### config.mk
export PLATFORM = sky130hd
export DESIGN_NAME = gap_pulse_gen
export DESIGN_NICKNAME = d
export VERILOG_FILES = /design/src/rtl/gap_pkg.sv /design/src/rtl/gap_pulse_gen_toff_adapt.sv /design/src/rtl/gap_pulse_gen.sv
export SDC_FILE = /design/constraint.sdc
export NUM_CORES = 1
export LEC_CHECK = 0
export CAP_MARGIN = 25
export CORE_UTILIZATION = 60
export DETAILED_ROUTE_END_ITERATION = 8
export PLACE_DENSITY = 0.86
export SLEW_MARGIN = 20
export SYNTH_ARGS = -nofsm -noshare
export SYNTH_HDL_FRONTEND = slang
export SYNTH_SLANG_ARGS = --single-unit
### constraint.sdc
create_clock -name clk -period 6.1 [get_ports clk]
set_clock_uncertainty 0.05 [all_clocks]
set_input_delay 1.525 -clock clk [delete_from_list [all_inputs] [get_ports clk]]
set_output_delay 1.525 -clock clk [all_outputs]
set_load 0.02 [all_outputs]
### src/rtl/gap_pkg.sv
// gap_pkg: state encoding and default timing constants shared across the gap-state loop.
package gap_pkg;
    typedef enum logic [2:0] {IDLE, ON, OFF, WAIT, ADJ} state_t;
    localparam int PCT_FULL     = 100;
    localparam int D_CNT_W      = 16;
    localparam int D_TON        = 50;
    localparam int D_TOFF_DEF   = 100;
    localparam int D_TOFF_MIN   = 20;
    localparam int D_TOFF_MAX   = 1000;
    localparam int D_STEP       = 10;
    localparam int D_HI_PCT     = 30;
    localparam int D_LO_PCT     = 10;
    localparam int D_WIN_PULSES = 64;
    localparam int D_TMO        = 255;
endpackage

### src/rtl/gap_pulse_gen_toff_adapt.sv
// toff_adapt: saturating step of the off-time from the latched short percentage.
module toff_adapt import gap_pkg::*; #(
    parameter int CNT_W    = D_CNT_W,
    parameter int TOFF_MIN = D_TOFF_MIN,
    parameter int TOFF_MAX = D_TOFF_MAX,
    parameter int STEP     = D_STEP,
    parameter int HI_PCT   = D_HI_PCT,
    parameter int LO_PCT   = D_LO_PCT
) (
    input  logic [CNT_W-1:0] toff,
    input  logic [6:0]       pct,
    output logic [CNT_W-1:0] toff_nxt
);
    localparam logic [CNT_W:0] MIN_W  = (CNT_W+1)'(TOFF_MIN);
    localparam logic [CNT_W:0] MAX_W  = (CNT_W+1)'(TOFF_MAX);
    localparam logic [CNT_W:0] STEP_W = (CNT_W+1)'(STEP);
    localparam logic [6:0]     HI_P   = 7'(HI_PCT);
    localparam logic [6:0]     LO_P   = 7'(LO_PCT);
    logic [CNT_W:0] cur, sum, up, dn;
    always_comb begin
        cur = {1'b0, toff};
        sum = cur + STEP_W;
        up = sum > MAX_W ? MAX_W : sum;
        // compare before subtracting so the floor is reached without underflow
        dn = cur >= MIN_W + STEP_W ? cur - STEP_W : MIN_W;
        toff_nxt = pct > HI_P ? up[CNT_W-1:0] : pct < LO_P ? dn[CNT_W-1:0] : toff;
    end
endmodule

### src/rtl/gap_pulse_gen.sv
// gap_pulse_gen: discharge pulse train with per-window off-time adaptation.
// Optional sustained-short alarm enabled by defining GAP_SHORT_ALARM_EN.
module gap_pulse_gen import gap_pkg::*; #(
    parameter int CNT_W      = D_CNT_W,
    parameter int TON        = D_TON,
    parameter int TOFF_DEF   = D_TOFF_DEF,
    parameter int TOFF_MIN   = D_TOFF_MIN,
    parameter int TOFF_MAX   = D_TOFF_MAX,
    parameter int STEP       = D_STEP,
    parameter int HI_PCT     = D_HI_PCT,
    parameter int LO_PCT     = D_LO_PCT,
    parameter int WIN_PULSES = D_WIN_PULSES,
    parameter int TMO        = D_TMO
) (
    input  logic             clk,
    input  logic             rst,
    input  logic             en,
    input  logic [31:0]      ratio,
    input  logic             ratio_valid,
    output logic             pulse_out,
    output logic             win_done,
    output logic [CNT_W-1:0] toff_cur,
    output logic             timeout,
    output logic             alarm
);
    localparam int PW = $clog2(WIN_PULSES + 1);
    localparam int WW = $clog2(TMO + 1);
    localparam logic [CNT_W-1:0] TON_L    = CNT_W'(TON - 1);
    localparam logic [CNT_W-1:0] TOFF_RST = CNT_W'(TOFF_DEF);
    localparam logic [PW-1:0]    WIN_L    = PW'(WIN_PULSES - 1);
    localparam logic [WW-1:0]    TMO_L    = WW'(TMO - 1);
    state_t state, nxt;
    logic [CNT_W-1:0] timer, toff_nxt;
    logic [PW-1:0] pcnt;
    logic [WW-1:0] wcnt;
    logic [6:0] lat;
    logic ton_end, toff_end, got, alarm_hit;
    toff_adapt #(
        .CNT_W(CNT_W), .TOFF_MIN(TOFF_MIN), .TOFF_MAX(TOFF_MAX),
        .STEP(STEP), .HI_PCT(HI_PCT), .LO_PCT(LO_PCT)
    ) u_adapt (
        .toff(toff_cur),
        .pct(lat),
        .toff_nxt(toff_nxt)
    );
    always_comb begin
        ton_end = timer == TON_L;
        toff_end = timer == toff_cur - 1'b1;
        // a strobe coinciding with win_done belongs to the previous window
        got = ratio_valid && !win_done;
        nxt = state;
        case (state)
            IDLE:    nxt = ON;
            ON:      nxt = ton_end ? OFF : ON;
            OFF:     nxt = !toff_end ? OFF : pcnt == WIN_L ? WAIT : ON;
            WAIT:    nxt = got ? ADJ : wcnt == TMO_L ? ON : WAIT;
            ADJ:     nxt = alarm_hit ? IDLE : ON;
            default: nxt = IDLE;
        endcase
        if (!en || alarm) nxt = IDLE;
    end
    always_ff @(posedge clk or negedge rst)
        if (!rst) begin
            state <= IDLE;
            pulse_out <= 1'b0;
            win_done <= 1'b0;
            timeout <= 1'b0;
            timer <= '0;
            pcnt <= '0;
            wcnt <= '0;
            lat <= '0;
            toff_cur <= TOFF_RST;
        end else begin
            state <= nxt;
            pulse_out <= state == ON && nxt != IDLE;
            win_done <= state == OFF && nxt == WAIT;
            timeout <= state == WAIT && nxt == ON;
            timer <= nxt != state ? '0 : timer + 1'b1;
            pcnt <= nxt == IDLE ? '0 : state == OFF && toff_end ? (nxt == WAIT ? '0 : pcnt + 1'b1) : pcnt;
            wcnt <= state == WAIT && nxt == WAIT ? wcnt + 1'b1 : '0;
            if (state == WAIT && got) lat <= ratio > 32'(PCT_FULL) ? 7'(PCT_FULL) : ratio[6:0];
            if (state == ADJ && en) toff_cur <= toff_nxt;
        end
`ifdef GAP_SHORT_ALARM_EN
    localparam logic [6:0]       HI_L  = 7'(HI_PCT);
    localparam logic [CNT_W-1:0] MAX_L = CNT_W'(TOFF_MAX);
    logic [1:0] run;
    logic hot;
    assign hot = state == ADJ && en && lat > HI_L && toff_cur == MAX_L;
    assign alarm_hit = hot && run == 2'd3;
    always_ff @(posedge clk or negedge rst)
        if (!rst) begin
            run <= '0;
            alarm <= 1'b0;
        end else if (!en) begin
            run <= '0;
            alarm <= 1'b0;
        end else begin
            alarm <= alarm || alarm_hit;
            if (state == ADJ) run <= hot ? run + 1'b1 : '0;
            else if (state == WAIT && nxt == ON) run <= '0;
        end
`else
    assign alarm = 1'b0;
    assign alarm_hit = 1'b0;
`endif
endmodule

==> implementation parameters, run 1 <==
Parameter                              Value

GRT
  Global-route wire length before repair ... 17600 µm
  Vias in the first global route ... 3706
  Maximum number of pins on one net before global-route repair ... 60
  Number of antenna violations at the first check in global routing ... 0
  Total overflow reported by the global router ... 0
  Total GRT Usage ... 30.6%

Power
  VDD IR max ... 0.151 mV
  Overall Power ... 825 µW
  Pwr Density ... 169 nW/µm²
  Total leakage power ... 2.04 nW

STA
  Worst Hold Margin ... 483 ps
  Slew Limit Fails ... 0
  Maximum clock frequency ... 257 MHz
  Least-Margin Pin Slew ... 861 ps
  Fin. Hold Viols ... 0
  Period utilisation layout ... 63.8%
  Time the worst path needs with I/O delays and setup ... 3890 ps
  Setup violators final ... 0
  Max transition margin ... 42.1%
  Unrepaired setup endpoints after global routing ... no
  Post-layout worst setup margin ... 2210 ps
  Setup total negative slack ... 0 ps

Floorplan
  Core region area ... 6490 µm²
  Row Count ... 29
  Initial Utilization ... 63.7%
  Die Y ... 85.1 µm
  Top-level port count ... 56
  Die Area ... 7230 µm²
  Die Wd ... 85.1 µm

Yosys
  Async set or reset register ratio after synthesis ... 100%
  Total standard cell area after synthesis ... 4140 µm²
  Ys flop type ... sky130_fd_sc_hd__dfrtp_1
  Number of enable-type register cells in the synthesized netlist ... 0
  Synthesized netlist cell count ... 491
  Post-synthesis sequential area ratio ... 35.8%
  Count of distinct cell types in the synthesized netlist ... 68
  Synthesized area divided by synthesized cell count ... 8.43 µm²
  Total number of yosys warnings ... 0
  Number of register bits inferred by synthesis ... 59

Final layout
  Syn-to-layout area delta ... 17.7%
  Number of inserted diodes ... 0
  Ratio of cells with drive above 1 in the final layout ... 7.66%
  Count of placed standard cells in the final layout, fillers left out ... 612
  Total Nets Final ... 575

Route
  Vias after detailed routing ... 3953
  Remaining DRCs ... 0
  Remaining number of nets flagged by the antenna check after routing ... 0
  Iteration-0 DRC count of the detailed router ... 449
  WL per Instance ... 16.6 µm
  First-pass DRT Iterations ... 5
  Vias per std cell ... 6.46
  Routed Wire Length ... 10200 µm

Placed design
  Post-Place Worst Slack ... 2250 ps
  Final RePlAce weighted congestion ... 0.902
  Detail Placement HPWL ... 7110 µm
  Placed Cells ... 596
  Port bufs ... 53

Clock tree
  Postcts setup bufs ... 0
  Count of hold buffers inserted by post-cts repair ... 0
  TritonCTS clock tree ... done
  Clock edge transition at the registers on the reported setup and hold paths ... 70 ps
  Quantity of gates resized following cts ... 0
  Clock sink count ... 59
  Maximum count of clock buffers along a single path ... 2
  Clk Latency, worst-skew pair ... 350 ps
  Buffer cell driving the clock tree root ... sky130_fd_sc_hd__clkbuf_8
  H-tree depth ... 3
  Inserted Clock Buffers ... 9

Run
  Maxcap violations ... 0

Worst setup path
  Top delay family on crit path ... simple AND/OR/NAND/NOR gates
  Arrival time at the worst endpoint ... 4060 ps
  Class of the most critical setup path ... register to register
  R2r setup slk ... 2210 ps
  Endpoint of the worst register-to-register path ... timer[3]$_DFF_PN0_
  Required time of the worst setup path ... 6270 ps
  Launching instance or port of the critical path ... toff_cur[1]$_DFFE_PN0P_
  Cell with the biggest individual delay on the critical path ... sky130_fd_sc_hd__nor4_2
  Category of the worst setup path capture point ... register
  Reg-to-reg startpoint ... toff_cur[1]$_DFFE_PN0P_
  Depth of the worst register-to-register path ... 10
  Slowest Stage Delay on Critical Path ... 760 ps
  Type of element launching the critical path ... register
  Crit-path max FO ... 16
  Critical Path, Cell by Cell ... inv_1 > ha_1 > nor4b_2 > nand4_1 > xnor2_1 > o211ai_1 > nor4_2 > o221ai_1 > o21ai_4 > nor2_1
  Number of buffers and inverters on the critical path ... 1

Worst hold path
  WHS Endpoint ... lat[3]$_DFFE_PN0P_
  Source of the worst hold timing path ... lat[3]$_DFFE_PN0P_
  Cells on Worst Hold Path ... 1
  Tightest Hold Check Type ... register to register

Outcome
  Outcome ... complete, no violations
metrics by stage:
step	cell area, µm²	util [%]
after floorplan	4140	-
after global placement	4650	71.7
after detailed placement	4650	71.7
after CTS	4870	74.9
after global routing	4870	75.0
final	4870	75.0
cell usage after synthesis (4+ instances only):
cell / count / share of area (%)
sky130_fd_sc_hd__o311ai_0: 4 / 0.85
sky130_fd_sc_hd__nor4_1: 9 / 1.4
sky130_fd_sc_hd__xor2_1: 25 / 5.3
sky130_fd_sc_hd__a22o_1: 6 / 1.3
sky130_fd_sc_hd__nand3_1: 22 / 2.7
sky130_fd_sc_hd__dfrtp_1: 56 / 34
sky130_fd_sc_hd__buf_2: 4 / 0.48
sky130_fd_sc_hd__a31oi_1: 5 / 0.76
sky130_fd_sc_hd__clkbuf_1: 21 / 1.9
sky130_fd_sc_hd__nand2b_1: 10 / 1.5
sky130_fd_sc_hd__inv_1: 13 / 1.2
sky130_fd_sc_hd__a21o_1: 6 / 1.1
sky130_fd_sc_hd__o2111ai_1: 4 / 0.85
sky130_fd_sc_hd__nor3_1: 19 / 2.3
sky130_fd_sc_hd__buf_4: 4 / 0.73
sky130_fd_sc_hd__and3_1: 13 / 2.0
sky130_fd_sc_hd__o211ai_1: 6 / 1.1
sky130_fd_sc_hd__ha_1: 8 / 2.4
sky130_fd_sc_hd__nand2_1: 35 / 3.2
sky130_fd_sc_hd__or3_1: 6 / 0.91
sky130_fd_sc_hd__nor2_1: 64 / 5.8
sky130_fd_sc_hd__xnor2_1: 22 / 4.7
sky130_fd_sc_hd__nand4_1: 15 / 2.3
sky130_fd_sc_hd__o21a_1: 6 / 1.1
sky130_fd_sc_hd__o21ai_0: 23 / 2.8
sky130_fd_sc_hd__o41ai_1: 4 / 0.85
sky130_fd_sc_hd__a21oi_1: 22 / 2.7
final cells by class:
type	count	area (µm²)
sequential	59	1480
inverter	13	48.8
fill	476	1620
multi-input combinational	390	2470
clock inverter	3	46.3
clock buffer	12	165
tap	77	96.3
timing repair buffer	58	561
logic make-up after synthesis:
logic type / after synthesis / share of synthesized area (%)
AO/OA/AOI/OAI: 115 / 19.7
buffers and inverters: 43 / 4.56
adder cells (fa/ha/maj): 8 / 2.42
multiplexers: 2 / 0.484
other: 1 / 0.0906
flip-flops: 59 / 35.8
XOR/XNOR: 47 / 9.95
AND/OR/NAND/NOR: 216 / 27.1
layout by cell type, fill, tap and decap left out, types with 9 or more instances in the layout:
| cell type | instances |
|---|---|
| sky130_fd_sc_hd__nand4_1 | 15 |
| sky130_fd_sc_hd__xor2_1 | 25 |
| sky130_fd_sc_hd__nand2b_1 | 10 |
| sky130_fd_sc_hd__nand2_1 | 35 |
| sky130_fd_sc_hd__clkbuf_8 | 12 |
| sky130_fd_sc_hd__nand3_1 | 22 |
| sky130_fd_sc_hd__xnor2_1 | 22 |
| sky130_fd_sc_hd__dfrtp_1 | 56 |
| sky130_fd_sc_hd__nor2_1 | 64 |
| sky130_fd_sc_hd__o21ai_0 | 23 |
| sky130_fd_sc_hd__inv_1 | 13 |
| sky130_fd_sc_hd__nor3_1 | 19 |
| sky130_fd_sc_hd__nor4_1 | 9 |
| sky130_fd_sc_hd__clkdlybuf4s50_1 | 52 |
| sky130_fd_sc_hd__and3_1 | 13 |
| sky130_fd_sc_hd__a21oi_1 | 22 |
flip-flops by register name (all words and copies together), names as in the netlist:
| name | cells |
|---|---|
| lat | 7 |
| pcnt | 7 |
| pulse_out | 1 |
| state | 3 |
| timeout | 1 |
| timer | 16 |
| toff_cur | 15 |
| wcnt | 8 |
| win_done | 1 |
power breakdown:
group          total [mW]  switching [mW]  leakage, nW  internal, mW
sequential          0.398         0.00450        0.808         0.394
combinational      0.0471          0.0216         1.12        0.0255
clock               0.380           0.159        0.105         0.220
worst register-to-register path: cells and delay by family, from the launching register on:
kind / cells / cell delay (ps)
compound gates: 3 / 780
xor+xnor: 1 / 250
fa+ha+maj: 1 / 330
buf+inv: 1 / 150
flops: 1 / 580
simple gates: 4 / 1630
how the worst max path moves through the flow:
stage                     endpoint  slack [ps]  cells after the start
6_report        timer[3]$_DFF_PN0_        2210                     10
5_1_grt        timer[11]$_DFF_PN0_        1870                     10
3_5_place_dp   timer[11]$_DFF_PN0_        2250                      9
4_1_cts        timer[11]$_DFF_PN0_        2310                     10
3_3_place_gp    timer[4]$_DFF_PN0_        2330                      9
2_1_floorplan   timer[7]$_DFF_PN0_        2830                     13
routing by layer:
metal  part of all wire, %  track usage (%)  vias to the layer above
li1                      -                -                     1858
met1                    44             42.0                     1910
met2                    48             49.6                      163
met3                   6.7             5.25                       22
met4                   1.2             9.40                        0
met5                     0                0                        -
No activity file was read; power rests on OpenSTA's default activity.
==> run 2: changes to the inputs <==
--- a/config.mk
+++ b/config.mk
@@ -6,9 +6,9 @@
 export NUM_CORES = 1
 export LEC_CHECK = 0
 export CAP_MARGIN = 25
-export CORE_UTILIZATION = 60
+export CORE_UTILIZATION = 50
 export DETAILED_ROUTE_END_ITERATION = 8
-export PLACE_DENSITY = 0.86
+export PLACE_DENSITY = 0.77
 export SLEW_MARGIN = 20
 export SYNTH_ARGS = -nofsm -noshare
 export SYNTH_HDL_FRONTEND = slang
==> constraint.sdc (replaced) <==
create_clock -name clk -period 3.1 [get_ports clk]
set_clock_uncertainty 0.05 [all_clocks]
set_input_delay 0.775 -clock clk [delete_from_list [all_inputs] [get_ports clk]]
set_output_delay 0.775 -clock clk [all_outputs]
set_load 0.02 [all_outputs]
==> implementation parameters, run 2 (same netlist as run 1, synthesis figures left out) <==
Parameter                              Value

Clock tree
  Clock edge transition at the registers on the reported setup and hold paths ... 80 ps
  Maximum count of clock buffers along a single path ... 2
  Count of hold buffers inserted by post-cts repair ... 0
  Buffer cell driving the clock tree root ... sky130_fd_sc_hd__clkbuf_8
  H-tree depth ... 3
  Clk Latency, worst-skew pair ... 350 ps
  Clock sink count ... 59
  TritonCTS clock tree ... done
  Inserted Clock Buffers ... 9

Route
  WL per Instance ... 15.8 µm
  First-pass DRT Iterations ... 5
  Vias after detailed routing ... 3944
  Remaining DRCs ... 0
  Iteration-0 DRC count of the detailed router ... 252
  Vias per std cell ... 5.98
  Routed Wire Length ... 10400 µm
  Remaining number of nets flagged by the antenna check after routing ... 0

Final layout
  Count of placed standard cells in the final layout, fillers left out ... 659
  Leading cell type in the layout, fill and taps excluded ... sky130_fd_sc_hd__nor2_1
  Largest registers ... timer x16, toff_cur x15, wcnt x8
  Total Nets Final ... 596
  Final Core Density ... 64.9%
  Number of inserted diodes ... 0
  Register ranked first by flip-flop count ... timer
  Max FFs per register ... 16
  Ratio of cells with drive above 1 in the final layout ... 11.3%
  Final-layout fill cell count ... 686
  Leading cell types in the layout, fill and taps excluded ... sky130_fd_sc_hd__nor2_1, sky130_fd_sc_hd__dfrtp_1, sky130_fd_sc_hd__clkdlybuf4s50_1
  Syn-to-layout area delta ... 23.0%

STA
  Period utilisation layout ... 96.9%
  Time the worst path needs with I/O delays and setup ... 3000 ps
  Setup total negative slack ... 0 ps
  Least-Margin Pin Slew ... 666 ps
  Post-layout worst setup margin ... 97.1 ps
  Slew Limit Fails ... 0
  Fin. Hold Viols ... 0
  Worst Hold Margin ... 393 ps
  Setup violators final ... 0
  Maximum clock frequency ... 333 MHz
  Max transition margin ... 55.4%

Worst setup path
  Endpoint of the worst register-to-register path ... toff_cur[3]$_DFFE_PN0P_
  R2r setup slk ... 100 ps
  Critical path's most frequent cell ... sky130_fd_sc_hd__o211ai_1
  Crit-path max FO ... 9
  Depth of the worst register-to-register path ... 10
  Category of the worst setup path capture point ... register
  Critical Path, Cell by Cell ... buf_4 > ha_1 > o211ai_1 > or3_1 > o41ai_1 > a31o_2 > o211ai_1 > o21ai_4 > a21oi_1 > a21o_1
  Required time of the worst setup path ... 3290 ps
  Slowest Stage Delay on Critical Path ... 540 ps
  Class of the most critical setup path ... register to register
  Reg-to-reg startpoint ... toff_cur[2]$_DFFE_PN1P_
  Top delay family on crit path ... compound AO/OA/AOI/OAI gates
  Number of buffers and inverters on the critical path ... 1
  Arrival time at the worst endpoint ... 3190 ps
  Cell with the biggest individual delay on the critical path ... sky130_fd_sc_hd__dfstp_2
  Type of element launching the critical path ... register

GRT
  Global-route wire length before repair ... 17500 µm
  Number of antenna violations at the first check in global routing ... 0
  Total overflow reported by the global router ... 0
  Vias in the first global route ... 3632
  Maximum number of pins on one net before global-route repair ... 35
  Total GRT Usage ... 25.5%

Floorplan
  Core region area ... 7850 µm²
  Row Count ... 32
  Die Y ... 93.0 µm
  Top-level port count ... 56
  Die Wd ... 93.0 µm
  Die Area ... 8650 µm²
  Initial Utilization ... 52.7%

Power
  Pwr Density ... 319 nW/µm²
  Fraction of power consumed by the clock network ... 45.7%
  Total leakage power ... 2.16 nW
  Relative contribution of sequential cells to total power ... 48.3%
  Internal power ... 1.22 mW
  Switch share ... 25.1%
  Relative contribution of combinational cells to total power ... 6.0%
  Psw ... 407 µW
  VDD IR max ... 0.199 mV

Worst hold path
  Tightest Hold Check Type ... primary input to async pin

Placed design
  Post-Place Worst Slack ... 101 ps
  Placed Cells ... 642
  Port bufs ... 53
  Detail Placement HPWL ... 7640 µm
  Final RePlAce weighted congestion ... 0.855

Outcome
  Outcome ... complete, no violations

Run
  Maxcap violations ... 0
run 2: changes by cell type in the layout (fill, tap and decap cells not counted), sizes merged:
cell / previous run / this run
inv: 13 / 16
clkbuf: 13 / 9
buf: 5 / 27
clkinvlp: 1 / 0
clkinv: 1 / 3
run 2: timing repair:
| action | CTS | global route |
|---|---|---|
| setup endpoints to repair | 0 | 22 |
| resized for setup | 0 | 1 |
| buffers inserted | 0 | 1 |
run 2: worst reg2reg max path, cell delays in order (launching register included):
cell,delay [ps]
sky130_fd_sc_hd__dfstp_2,540
sky130_fd_sc_hd__buf_4,140
sky130_fd_sc_hd__ha_1,310
sky130_fd_sc_hd__o211ai_1,150
sky130_fd_sc_hd__or3_1,440
sky130_fd_sc_hd__o41ai_1,390
sky130_fd_sc_hd__a31o_2,170
sky130_fd_sc_hd__o211ai_1,140
sky130_fd_sc_hd__o21ai_4,290
sky130_fd_sc_hd__a21oi_1,120
sky130_fd_sc_hd__a21o_1,160
run 2: area by class of cell:
class	count	area, µm²	area share, %
inverter	13	48.8	0.958
clock buffer	9	124	2.43
sequential	59	1480	29.1
multi-input combinational	390	2480	48.7
tap	102	128	2.51
timing repair buffer	79	746	14.6
clock inverter	7	85.1	1.67
run 2: worst max path at each step:
stage	startpoint	end	slack [ps]	depth (start not counted)
global placement	toff_cur[2]$_DFFE_PN1P_	toff_cur[3]$_DFFE_PN0P_	140	10
detailed placement	toff_cur[2]$_DFFE_PN1P_	toff_cur[3]$_DFFE_PN0P_	100	10
global route	toff_cur[2]$_DFFE_PN1P_	toff_cur[3]$_DFFE_PN0P_	-8	10
floorplan	toff_cur[2]$_DFFE_PN1P_	timer[7]$_DFF_PN0_	50	13
finish	toff_cur[2]$_DFFE_PN1P_	toff_cur[3]$_DFFE_PN0P_	100	10
CTS	toff_cur[2]$_DFFE_PN1P_	toff_cur[3]$_DFFE_PN0P_	80	10
run 2: power by group through the flow:
stage / Combinational (mW) / Sequential (mW) / Clock [mW]
after floorplan: 0.0297 / 0.795 / 0
after global placement: 0.0929 / 0.798 / 0
after detailed placement: 0.0944 / 0.798 / 0
after CTS: 0.0950 / 0.783 / 0.754
after global routing: 0.109 / 0.784 / 0.789
final: 0.0980 / 0.783 / 0.741
run 2: metrics by stage:
| step | power, mW | instance area, µm² |
|---|---|---|
| 4_1_cts | 1.63 | 5060 |
| 2_1_floorplan | 0.825 | 4150 |
| 3_5_place_dp | 0.892 | 4860 |
| 3_3_place_gp | 0.890 | 4860 |
| 5_1_grt | 1.68 | 5090 |
| 6_report | 1.62 | 5090 |
run 2: layer usage:
metal  vias to the layer above  share of wire [%]  global-route usage, %
li1                       1906                  -                      -
met1                      1882                 45                   35.7
met2                       138                 48                   40.1
met3                        18                5.6                   3.82
met4                         0                1.8                   9.36
met5                         -                  0                      0
